--- config.mk ---
export PLATFORM = sky130hd
export DESIGN_NAME = fft_frame_ctrl
export DESIGN_NICKNAME = d
export VERILOG_FILES = /design/src/rtl/fft_ctrl_pkg.sv /design/src/rtl/fft_flight_cnt.sv /design/src/rtl/fft_frame_ctrl.sv
export SDC_FILE = /design/constraint.sdc
export NUM_CORES = 1
export LEC_CHECK = 0
export BUFFER_PORTS_ARGS = -buffer_cell sky130_fd_sc_hd__buf_2
export CORE_MARGIN = 2
export CORE_UTILIZATION = 24
export CTS_CLUSTER_DIAMETER = 150
export CTS_CLUSTER_SIZE = 28
export DETAILED_ROUTE_END_ITERATION = 8
export PLACE_DENSITY = 0.42
export SETUP_SLACK_MARGIN = 0.2
export SYNTH_ARGS = -nofsm -noshare
export SYNTH_HDL_FRONTEND = slang
export SYNTH_HIERARCHICAL = 1
export SYNTH_SLANG_ARGS = --single-unit
--- constraint.sdc ---
create_clock -name clk -period 4 [get_ports clk]
set_input_delay 0.8 -clock clk [delete_from_list [all_inputs] [get_ports clk]]
set_output_delay 0.8 -clock clk [all_outputs]
set_load 0.005 [all_outputs]
--- src/rtl/fft_ctrl_pkg.sv ---
// Shared types and constants for the FFT framing controller: FSM states,
// config-word field layout and the transform-length clamp.
package fft_ctrl_pkg;

  typedef enum logic [1:0] {
    ST_CFG_SEND = 2'd0,
    ST_RUN      = 2'd1,
    ST_DRAIN    = 2'd2
  } state_e;

  // Config word layout: {scale, fwd, 3'b000, nfft_log2}
  localparam int CFG_NFFT_LSB  = 0;
  localparam int CFG_NFFT_W    = 5;
  localparam int CFG_FWD_BIT   = 8;
  localparam int CFG_SCALE_LSB = 9;

  localparam logic [4:0] NFFT_LOG2_MIN = 5'd3;

  function automatic logic [4:0] clamp_log2(input logic [4:0] req, input logic [4:0] max_log2);
    if (req < NFFT_LOG2_MIN) return NFFT_LOG2_MIN;
    if (req > max_log2) return max_log2;
    return req;
  endfunction

endpackage

--- src/rtl/fft_flight_cnt.sv ---
// Saturating up/down count of frames handed to the FFT core but not yet
// seen leaving it.
module fft_flight_cnt
  import fft_ctrl_pkg::*;
#(
  parameter int W = 3
) (
  input  logic         clk,
  input  logic         rst,
  input  logic         inc,
  input  logic         dec,
  output logic [W-1:0] count,
  output logic         is_max,
  output logic         is_zero
);

  logic [W-1:0] count_q, count_d;

  assign count   = count_q;
  assign is_max  = (count_q == {W{1'b1}});
  assign is_zero = (count_q == '0);

  always_comb begin
    count_d = count_q;
    if (inc && !dec && !is_max) begin
      count_d = count_q + W'(1);
    end else if (dec && !inc && !is_zero) begin
      count_d = count_q - W'(1);
    end
  end

  always_ff @(posedge clk) begin
    if (rst) count_q <= '0;
    else     count_q <= count_d;
  end

endmodule

--- src/rtl/fft_frame_ctrl.sv ---
// Config and framing controller in front of the vendor FFT core.
// Define FFT_FRAME_CTRL_STATUS_EN to add sticky event flags and an output-frame counter.
module fft_frame_ctrl
  import fft_ctrl_pkg::*;
#(
  parameter int DATA_W        = 16,
  parameter int NFFT_MAX_LOG2 = 10,
  parameter int SCALE_W       = 10,
  parameter int FLIGHT_W      = 3,
  parameter int DEF_NFFT_LOG2 = 10,
  parameter int DEF_FWD       = 1,
  parameter int DEF_SCALE     = 0
) (
  input  logic                  clk,
  input  logic                  rst,
  input  logic [4:0]            cfg_nfft_log2,
  input  logic                  cfg_fwd,
  input  logic [SCALE_W-1:0]    cfg_scale,
  input  logic                  cfg_req,
  output logic                  cfg_busy,
  output logic                  ready,
  input  logic [2*DATA_W-1:0]   s_tdata,
  input  logic                  s_tvalid,
  output logic                  s_tready,
  input  logic                  s_tlast,
  output logic [SCALE_W+8:0]    core_cfg_tdata,
  output logic                  core_cfg_tvalid,
  input  logic                  core_cfg_tready,
  output logic [2*DATA_W-1:0]   core_tdata,
  output logic                  core_tvalid,
  input  logic                  core_tready,
  output logic                  core_tlast,
  input  logic                  o_tvalid,
  input  logic                  o_tready,
  input  logic                  o_tlast,
  input  logic                  ev_tlast_unexpected,
  input  logic                  ev_tlast_missing,
  input  logic                  ev_in_halt,
  input  logic                  ev_out_halt,
  output logic                  len_err
`ifdef FFT_FRAME_CTRL_STATUS_EN
  ,
  input  logic                  err_clr,
  output logic [3:0]            err_sticky,
  output logic [31:0]           frame_cnt
`endif
);

  localparam int CFG_W = SCALE_W + 9;
  localparam logic [4:0] MAX_LOG2 = 5'(NFFT_MAX_LOG2);
  localparam logic [NFFT_MAX_LOG2-1:0] CNT_ONES = '1;

  function automatic logic [CFG_W-1:0] build_word(input logic [4:0] log2, input logic fwd,
                                                  input logic [SCALE_W-1:0] scale);
    logic [CFG_W-1:0] w;
    w = '0;
    w[CFG_NFFT_LSB +: CFG_NFFT_W] = log2;
    w[CFG_FWD_BIT]                = fwd;
    w[CFG_SCALE_LSB +: SCALE_W]   = scale;
    return w;
  endfunction

  localparam logic [4:0] DEF_LOG2 = clamp_log2(5'(DEF_NFFT_LOG2), MAX_LOG2);
  localparam logic [CFG_W-1:0] DEF_WORD = build_word(DEF_LOG2, 1'(DEF_FWD), SCALE_W'(DEF_SCALE));

  state_e                     state_q, state_d;
  logic                       cfg_valid_q, cfg_valid_d;
  logic                       busy_q, busy_d;
  logic                       ready_q, ready_d;
  logic                       pending_q, pending_d;
  logic [CFG_W-1:0]           word_q, word_d;
  logic [4:0]                 lat_log2_q, lat_log2_d;
  logic                       lat_fwd_q, lat_fwd_d;
  logic [SCALE_W-1:0]         lat_scale_q, lat_scale_d;
  logic [NFFT_MAX_LOG2-1:0]   in_cnt_q, in_cnt_d;

  logic [4:0]                 act_log2;
  logic [NFFT_MAX_LOG2-1:0]   last_idx;
  logic                       cnt_zero, frame_last, pend_now, gate, in_hs, out_hs_last;
  logic [FLIGHT_W-1:0]        in_flight;
  logic                       flight_max, flight_zero;

  // The word last accepted by the core defines the running frame length.
  assign act_log2    = word_q[CFG_NFFT_LSB +: CFG_NFFT_W];
  assign last_idx    = CNT_ONES >> (MAX_LOG2 - act_log2);
  assign cnt_zero    = (in_cnt_q == '0);
  assign frame_last  = (in_cnt_q == last_idx);
  assign pend_now    = pending_q | cfg_req;
  assign gate        = (state_q == ST_RUN) & ~(pend_now & cnt_zero) & ~(flight_max & cnt_zero) & ~rst;
  assign in_hs       = s_tvalid & core_tready & gate;
  assign out_hs_last = o_tvalid & o_tready & o_tlast;

  assign core_tdata      = s_tdata;
  assign core_tvalid     = s_tvalid & gate;
  assign s_tready        = core_tready & gate;
  assign core_tlast      = frame_last;
  assign len_err         = in_hs & (s_tlast != frame_last);
  assign core_cfg_tdata  = word_q;
  assign core_cfg_tvalid = cfg_valid_q & ~rst;
  assign cfg_busy        = busy_q | rst;
  assign ready           = ready_q & ~rst;

  fft_flight_cnt #(.W(FLIGHT_W)) u_flight (
    .clk     (clk),
    .rst     (rst),
    .inc     (in_hs & frame_last),
    .dec     (out_hs_last),
    .count   (in_flight),
    .is_max  (flight_max),
    .is_zero (flight_zero)
  );

  always_comb begin
    in_cnt_d = in_cnt_q;
    if (in_hs) in_cnt_d = frame_last ? '0 : in_cnt_q + NFFT_MAX_LOG2'(1);
  end

  always_comb begin
    state_d     = state_q;
    cfg_valid_d = cfg_valid_q;
    busy_d      = busy_q;
    ready_d     = ready_q;
    pending_d   = pend_now;
    word_d      = word_q;
    lat_log2_d  = cfg_req ? clamp_log2(cfg_nfft_log2, MAX_LOG2) : lat_log2_q;
    lat_fwd_d   = cfg_req ? cfg_fwd : lat_fwd_q;
    lat_scale_d = cfg_req ? cfg_scale : lat_scale_q;
    unique case (state_q)
      ST_CFG_SEND: begin
        if (!cfg_valid_q) begin
          cfg_valid_d = 1'b1;
          word_d      = build_word(lat_log2_d, lat_fwd_d, lat_scale_d);
          pending_d   = 1'b0;
        end else if (core_cfg_tready) begin
          // A request that arrived while this word was on the bus gets its own send.
          if (pend_now) begin
            word_d    = build_word(lat_log2_d, lat_fwd_d, lat_scale_d);
            pending_d = 1'b0;
          end else begin
            cfg_valid_d = 1'b0;
            busy_d      = 1'b0;
            ready_d     = 1'b1;
            state_d     = ST_RUN;
          end
        end
      end
      ST_RUN: begin
        if (cfg_req) busy_d = 1'b1;
        if (pend_now && cnt_zero) state_d = ST_DRAIN;
      end
      ST_DRAIN: begin
        if (flight_zero) begin
          state_d     = ST_CFG_SEND;
          cfg_valid_d = 1'b1;
          word_d      = build_word(lat_log2_d, lat_fwd_d, lat_scale_d);
          pending_d   = 1'b0;
        end
      end
      default: state_d = ST_CFG_SEND;
    endcase
  end

  always_ff @(posedge clk) begin
    if (rst) begin
      state_q     <= ST_CFG_SEND;
      cfg_valid_q <= 1'b0;
      busy_q      <= 1'b1;
      ready_q     <= 1'b0;
      pending_q   <= 1'b0;
      word_q      <= DEF_WORD;
      lat_log2_q  <= DEF_LOG2;
      lat_fwd_q   <= 1'(DEF_FWD);
      lat_scale_q <= SCALE_W'(DEF_SCALE);
      in_cnt_q    <= '0;
    end else begin
      state_q     <= state_d;
      cfg_valid_q <= cfg_valid_d;
      busy_q      <= busy_d;
      ready_q     <= ready_d;
      pending_q   <= pending_d;
      word_q      <= word_d;
      lat_log2_q  <= lat_log2_d;
      lat_fwd_q   <= lat_fwd_d;
      lat_scale_q <= lat_scale_d;
      in_cnt_q    <= in_cnt_d;
    end
  end

`ifdef FFT_FRAME_CTRL_STATUS_EN
  logic [3:0]  err_sticky_q, err_sticky_d;
  logic [31:0] frame_cnt_q, frame_cnt_d;

  assign err_sticky = err_sticky_q;
  assign frame_cnt  = frame_cnt_q;

  // New events OR in after the clear so a same-cycle event is never lost.
  always_comb begin
    err_sticky_d = (err_clr ? 4'b0000 : err_sticky_q)
                 | {ev_out_halt, ev_in_halt, ev_tlast_missing, ev_tlast_unexpected};
    frame_cnt_d  = frame_cnt_q + {31'd0, out_hs_last};
  end

  always_ff @(posedge clk) begin
    if (rst) begin
      err_sticky_q <= '0;
      frame_cnt_q  <= '0;
    end else begin
      err_sticky_q <= err_sticky_d;
      frame_cnt_q  <= frame_cnt_d;
    end
  end
`else
  logic unused_ev;
  assign unused_ev = ^{ev_tlast_unexpected, ev_tlast_missing, ev_in_halt, ev_out_halt};
`endif

endmodule

# Word level (Yosys, flattened, before mapping)

Index checks and enable logic that the tools add are counted.

Register bits after elaboration: 54
Output and inout port bits: 58
Bits of input ports: 62

Equality and inequality tests: 13
Muxes and demuxes: 38
Add/subtract/negate cells: 4
Reductions and logical operators: 20
Order comparisons: 2
Shifts and indexed selects: 1
Bitwise operators: 21

Operators by type and width:

| operator                                                    | count |
|---|---|
| 2-to-1 mux 19 bit                                           | 4 |
| one-hot mux 19 bit (2 select lines)                         | 1 |
| 2-to-1 mux 5 bit                                            | 5 |
| 2-to-1 mux 10 bit                                           | 2 |
| AND 1 bit                                                   | 15 |
| 2-to-1 mux 1 bit                                            | 15 |
| adder 10 x 1 -> 10 bit (second input constant)              | 1 |
| == test 10 bit                                              | 1 |
| zero test 10 bit                                            | 1 |
| 2-to-1 mux 2 bit                                            | 5 |
| AND reduction 5 bit                                         | 2 |
| right shift 10 x 5 -> 10 bit (first input constant)         | 1 |
| inequality test 2 bit (second input constant)               | 4 |
| AND reduction 4 bit                                         | 2 |
| 2-to-1 mux 3 bit                                            | 2 |
| inequality test 3 bit (second input constant)               | 2 |
| one-hot mux 1 bit (2 select lines)                          | 3 |
| one-hot mux 2 bit (3 select lines)                          | 1 |
| nonzero test 2 bit                                          | 3 |
| > comparator 5 x 4 -> 1 bit (second input constant)         | 1 |
| logical AND 1 bit                                           | 5 |
| less-than comparator 5 x 2 -> 1 bit (second input constant) | 1 |
| subtractor 4 x 5 -> 5 bit (first input constant)            | 1 |
| zero test 1 bit                                             | 4 |
| other kinds (12)                                            | 17 |

# Depth between registers and ports, before layout

Depth in word-level cells: 13
Mapped depth: 15

# Cells and area by module

The synthesis kept the hierarchy.

By module, submodules not included:

| module         | sequential area each (µm²) | area an instance (µm²) | cells an instance | times used |
|---|---|---|---|---|
| fft_frame_ctrl | 960.9                      | 2748.9                 | 324               | 1 |
| fft_flight_cnt | 60.1                       | 276.5                  | 37                | 1 |

# Worst setup path after synthesis

Ideal clock, no wire load.

Path type: register -> register
Start: register word_q[0] (netlist: core_cfg_tdata[0])
End: register u_flight.count_q[2] (netlist: u_flight/count[2])
Slack: 0.393 ns
Arrival time: 3.504 ns
Library setup time: 0.103 ns
Data required time: 3.897 ns
Stages on the path, launching flop included: 15
Cells stage by stage: dfxtp_1 -> ha_1 -> buf_4 -> xnor2_2 -> a32oi_4 -> nor4b_1 -> or3b_1 -> nand4_2 -> nor3_1 -> nor2b_1 -> nand2b_1 -> fa_1 -> nand3b_1 -> o22ai_1 -> a2111oi_2

Longest elaborated chain between the ends: 8

RTL lines:

| item                                | line                  | RTL |
|---|---|---|
| start: declaration                  | fft_frame_ctrl.sv:71  | `logic [CFG_W-1:0] word_q, word_d;` |
| start signal: assignment            | fft_frame_ctrl.sv:181 | `word_q <= word_d;` |
| subtractor 4 x 5 -> 5 bit (*)       | fft_frame_ctrl.sv:85  | `assign last_idx = CNT_ONES >> (MAX_LOG2 - act_log2);` |
| right shift 10 x 5 -> 10 bit (*)    | fft_frame_ctrl.sv:85  |  |
| == test 10 bit (*)                  | fft_frame_ctrl.sv:87  | `assign frame_last = (in_cnt_q == last_idx);` |
| AND 1 bit (*)                       | fft_frame_ctrl.sv:106 | `.inc (in_hs & frame_last),` |
| zero test 1 bit                     | fft_flight_cnt.sv:27  | `end else if (dec && !inc && !is_zero) begin` |
| logical AND 1 bit (2 in a row)      | fft_flight_cnt.sv:27  |  |
| nonzero test 2 bit (no source line) | n/a                   |  |
| end signal: assignment              | fft_flight_cnt.sv:34  | `else count_q <= count_d;` |
| end: declaration                    | fft_flight_cnt.sv:17  | `logic [W-1:0] count_q, count_d;` |

Mark *: on every way between the ends. The rest lies on a longest branch, timed or not.
A chain may end at the register's enable or synchronous reset.

# Worst setup path after layout

Start: register word_q[0] (netlist: core_cfg_tdata[0])
End: output len_err

Longest elaborated chain between the ends: 5

RTL lines:

| item                         | line                 | RTL |
|---|---|---|
| subtractor 4 x 5 -> 5 bit    | fft_frame_ctrl.sv:85 |  |
| right shift 10 x 5 -> 10 bit | fft_frame_ctrl.sv:85 |  |
| == test 10 bit               | fft_frame_ctrl.sv:87 |  |
| inequality test 1 bit        | fft_frame_ctrl.sv:97 | `assign len_err = in_hs & (s_tlast != frame_last);` |
| AND 1 bit                    | fft_frame_ctrl.sv:97 |  |
| end: declaration             | fft_frame_ctrl.sv:40 | `output logic len_err` |

No other way between the ends.

==> metrics.cfg <==
[finish]
insertedDiodeCount=0
nets=440
layout-drive-gt1-share_pct=22.8
areaGrowthSynthToFinish_pct=10.8

[timing]
maxSlewHeadroom_pct=61.8
finClkSkew_ps=7.28
rsz0062_at_grt=false
setup_viol=0
fin_crit_sh_pct=88.1
fin_setup_tns_ps=0
finalHoldViolCount=0
layout_setup_ws_ps=475
tightest_slew_ps=573
period_needed_ps=3520
fmax_mhz=284
finalMaxSlewViolations=0

[place]
dp_hpwl_um=4780
gp_congestion=0.724
port_buffers=48
dpl_worst_slack_ps=314

[power_and_ir_drop]
p_leak_nw=1.33
max-vdd-ir-drop_mv=0.178
powerDensity_mw_per_mm2=366

[global_route]
grt_pass1_vias=2315
grt_max_degree=55
grt_use_total_pct=10.3
grt_pass1_wl_um=11200
grt-ovfl-total=0
antenna_found_initial=0

[clocking]
cts_resized=0
cts-root-buf=clkbuf_16
cts.sinks=51
cts_setup_buffers=0
htree_levels=2
clock_path_buffers=2
cts_tree=done
cts_buffers=5
cts_hold_buf=0
clk_latency_ps=290
path_clk_slew_ps=70

[floorplanning]
die_y_um=116
coreArea_mm2=0.0125
placementRows=41
die-area_mm2=0.0135
die_x_um=116
initial_core_util_pct=24.3
io_pins=120

[route]
via_per_inst=4.43
wl_per_cell_um=12.3
met3_wirelength_um=384
dr.pass1.iters=4
vias=2417
met1Wirelength_um=3280
drt-initial-drc-count=89
highest_layer=met4
wl_um=6690
wl_met2_um=3000
drtAntennaViolNets=0
route.detailed.drc=0

[synth]
avgSynthCellArea_um2=8.38
synth_edf_count=0
yosys-top-cells-area=dfxtp_1, buf_4, nor2_1, mux2i_1, a211oi_1
ys_seq_area_share_pct=33.7
synth.distinct_cells=57
ys_async_sr_fraction_pct=0
yosysTopAreaCellShare_pct=33.7
ys_warn_count=6
synth_area_mm2=0.00303
synth_top_flop_cell=dfxtp_1
ys_ff_latch=51
synth.largest_area_cell=dfxtp_1
postSynthCellCount=361

[critical_path]
cp-end-kind=output port
crit_required_ps=3200
worstPathArrival_ps=2720
worstSetupPathType=register to output port
crit_fanout=9
cp-start-kind=register

[min_path]
hold_path.class=register to register

[run]
cap_violations=0

[run_status]
status=completed

[path summary, 6_finish.rpt]
kind | start | endpoint | slack (ps) | cells after the start
worst max register to register | core_cfg_tdata[0]$_SDFFE_PP0P_ | u_flight/count[2]$_SDFFE_PP0P_ | 600 | 13
worst min register to register | ready_q$_SDFFE_PP0P_ | ready_q$_SDFFE_PP0P_ | 460 | 2
worst min-delay path | ready_q$_SDFFE_PP0P_ | ready_q$_SDFFE_PP0P_ | 460 | 2
worst max-delay path | core_cfg_tdata[0]$_SDFFE_PP0P_ | len_err | 480 | 10
[routing by layer]
metal / global-route usage (%) / vias to the layer above
li1: - / 1248
met1: 14.0 / 1117
met2: 16.0 / 50
met3: 3.37 / 2
met4: 2.30 / 0
met5: 0 / -
[placed cells by master (no fill, tap or decap), types with 4 or more instances in the layout]
master,instances
nor2_1,51
dfxtp_1,50
buf_2,48
nand2_1,18
a211oi_1,17
mux2i_1,14
nor2b_1,13
nand3_1,13
o21ai_0,13
nand2b_1,12
a21oi_1,12
nor3_1,9
buf_4,8
inv_1,7
and3_1,6
nand3b_1,5
clkbuf_16,5
o31ai_1,4
ha_1,4
[cell usage after synthesis, types with 2 or more instances]
library cell / n
o22ai_1: 3
nand3_1: 13
nor4_2: 3
nand3b_1: 5
xnor2_2: 2
a21boi_0: 2
nand2b_1: 12
or3_1: 3
and2_1: 2
clkbuf_1: 8
o21ai_0: 13
dfxtp_1: 51
or2_2: 3
nor2_1: 51
a31oi_1: 3
mux2i_1: 14
xnor2_1: 3
and3_1: 6
nor4b_1: 2
buf_4: 38
nor2b_1: 15
a22oi_1: 2
o31ai_2: 2
nor3_1: 9
inv_1: 7
buf_2: 4
buf_1: 3
a21oi_1: 12
a211oi_1: 17
xor2_1: 2
ha_1: 5
nand2_1: 18
o31ai_1: 4
[final cells by class]
| type | instances | area [µm²] |
|---|---|---|
| flip-flops and latches | 51 | 1020 |
| fillers | 1349 | 9110 |
| repair buffers | 56 | 300 |
| clock buffers | 5 | 125 |
| clock inverters | 3 | 27.5 |
| multi-input cells | 251 | 1640 |
| inverters | 7 | 26.3 |
| well taps | 172 | 215 |
[worst max-delay path, stage by stage (launching register included)]
cell and delay, ps:
dfxtp_2 420, inv_1 60, ha_1 390, a22oi_1 210
o221ai_1 130, o31ai_1 280, nand4_2 160, buf_4 200
or3_1 300, a21oi_1 150, buf_2 130
[through the flow]
step / cell area (µm²) / hold slack (ps) / instances / util (%) / total power [W]
6_report: 3350 / 463 / 545 / 26.9 / 0.00123
5_1_grt: 3350 / 497 / 545 / 26.9 / 0.00130
4_1_cts: 3350 / 469 / 545 / 26.8 / 0.00125
3_5_place_dp: 3190 / 459 / 537 / 25.6 / 0.000798
3_3_place_gp: 3190 / 447 / 537 / 25.6 / 0.000795
2_1_floorplan: 3030 / 432 / 363 / - / 0.000753
[registers in the layout (all words and copies together) (netlist names)]
| register | flops |
|---|---|
| u_flight/count | 3 |
| core_cfg_tdata | 16 |
| lat_log2_q | 5 |
| lat_fwd_q | 1 |
| busy_q | 1 |
| cfg_valid_q | 1 |
| state_q | 2 |
| pending_q | 1 |
| in_cnt_q | 10 |
| lat_scale_q | 10 |
| ready_q | 1 |
[report_power, final]
group | total [W] | switching, W | internal [W] | leakage (nW)
clock | 0.000444 | 0.000205 | 0.000239 | 0.0723
sequential | 0.000556 | 0.0000198 | 0.000536 | 0.418
combinational | 0.000227 | 0.000124 | 0.000103 | 0.836
total | 0.00123 | 0.000349 | 0.000878 | 1.33
[kinds of logic after synthesis]
logic type / Yosys count / share of synthesized area (%)
AND/OR/NAND/NOR: 150 / 26.3
XOR/XNOR: 7 / 2.52
flip-flops: 51 / 33.7
AO/OA/AOI/OAI: 71 / 17.2
adder cells (fa/ha/maj): 6 / 2.73
multiplexers: 14 / 4.63
other: 1 / 0.124
buffers and inverters: 61 / 12.7
Power figures use the tool's default switching activity.
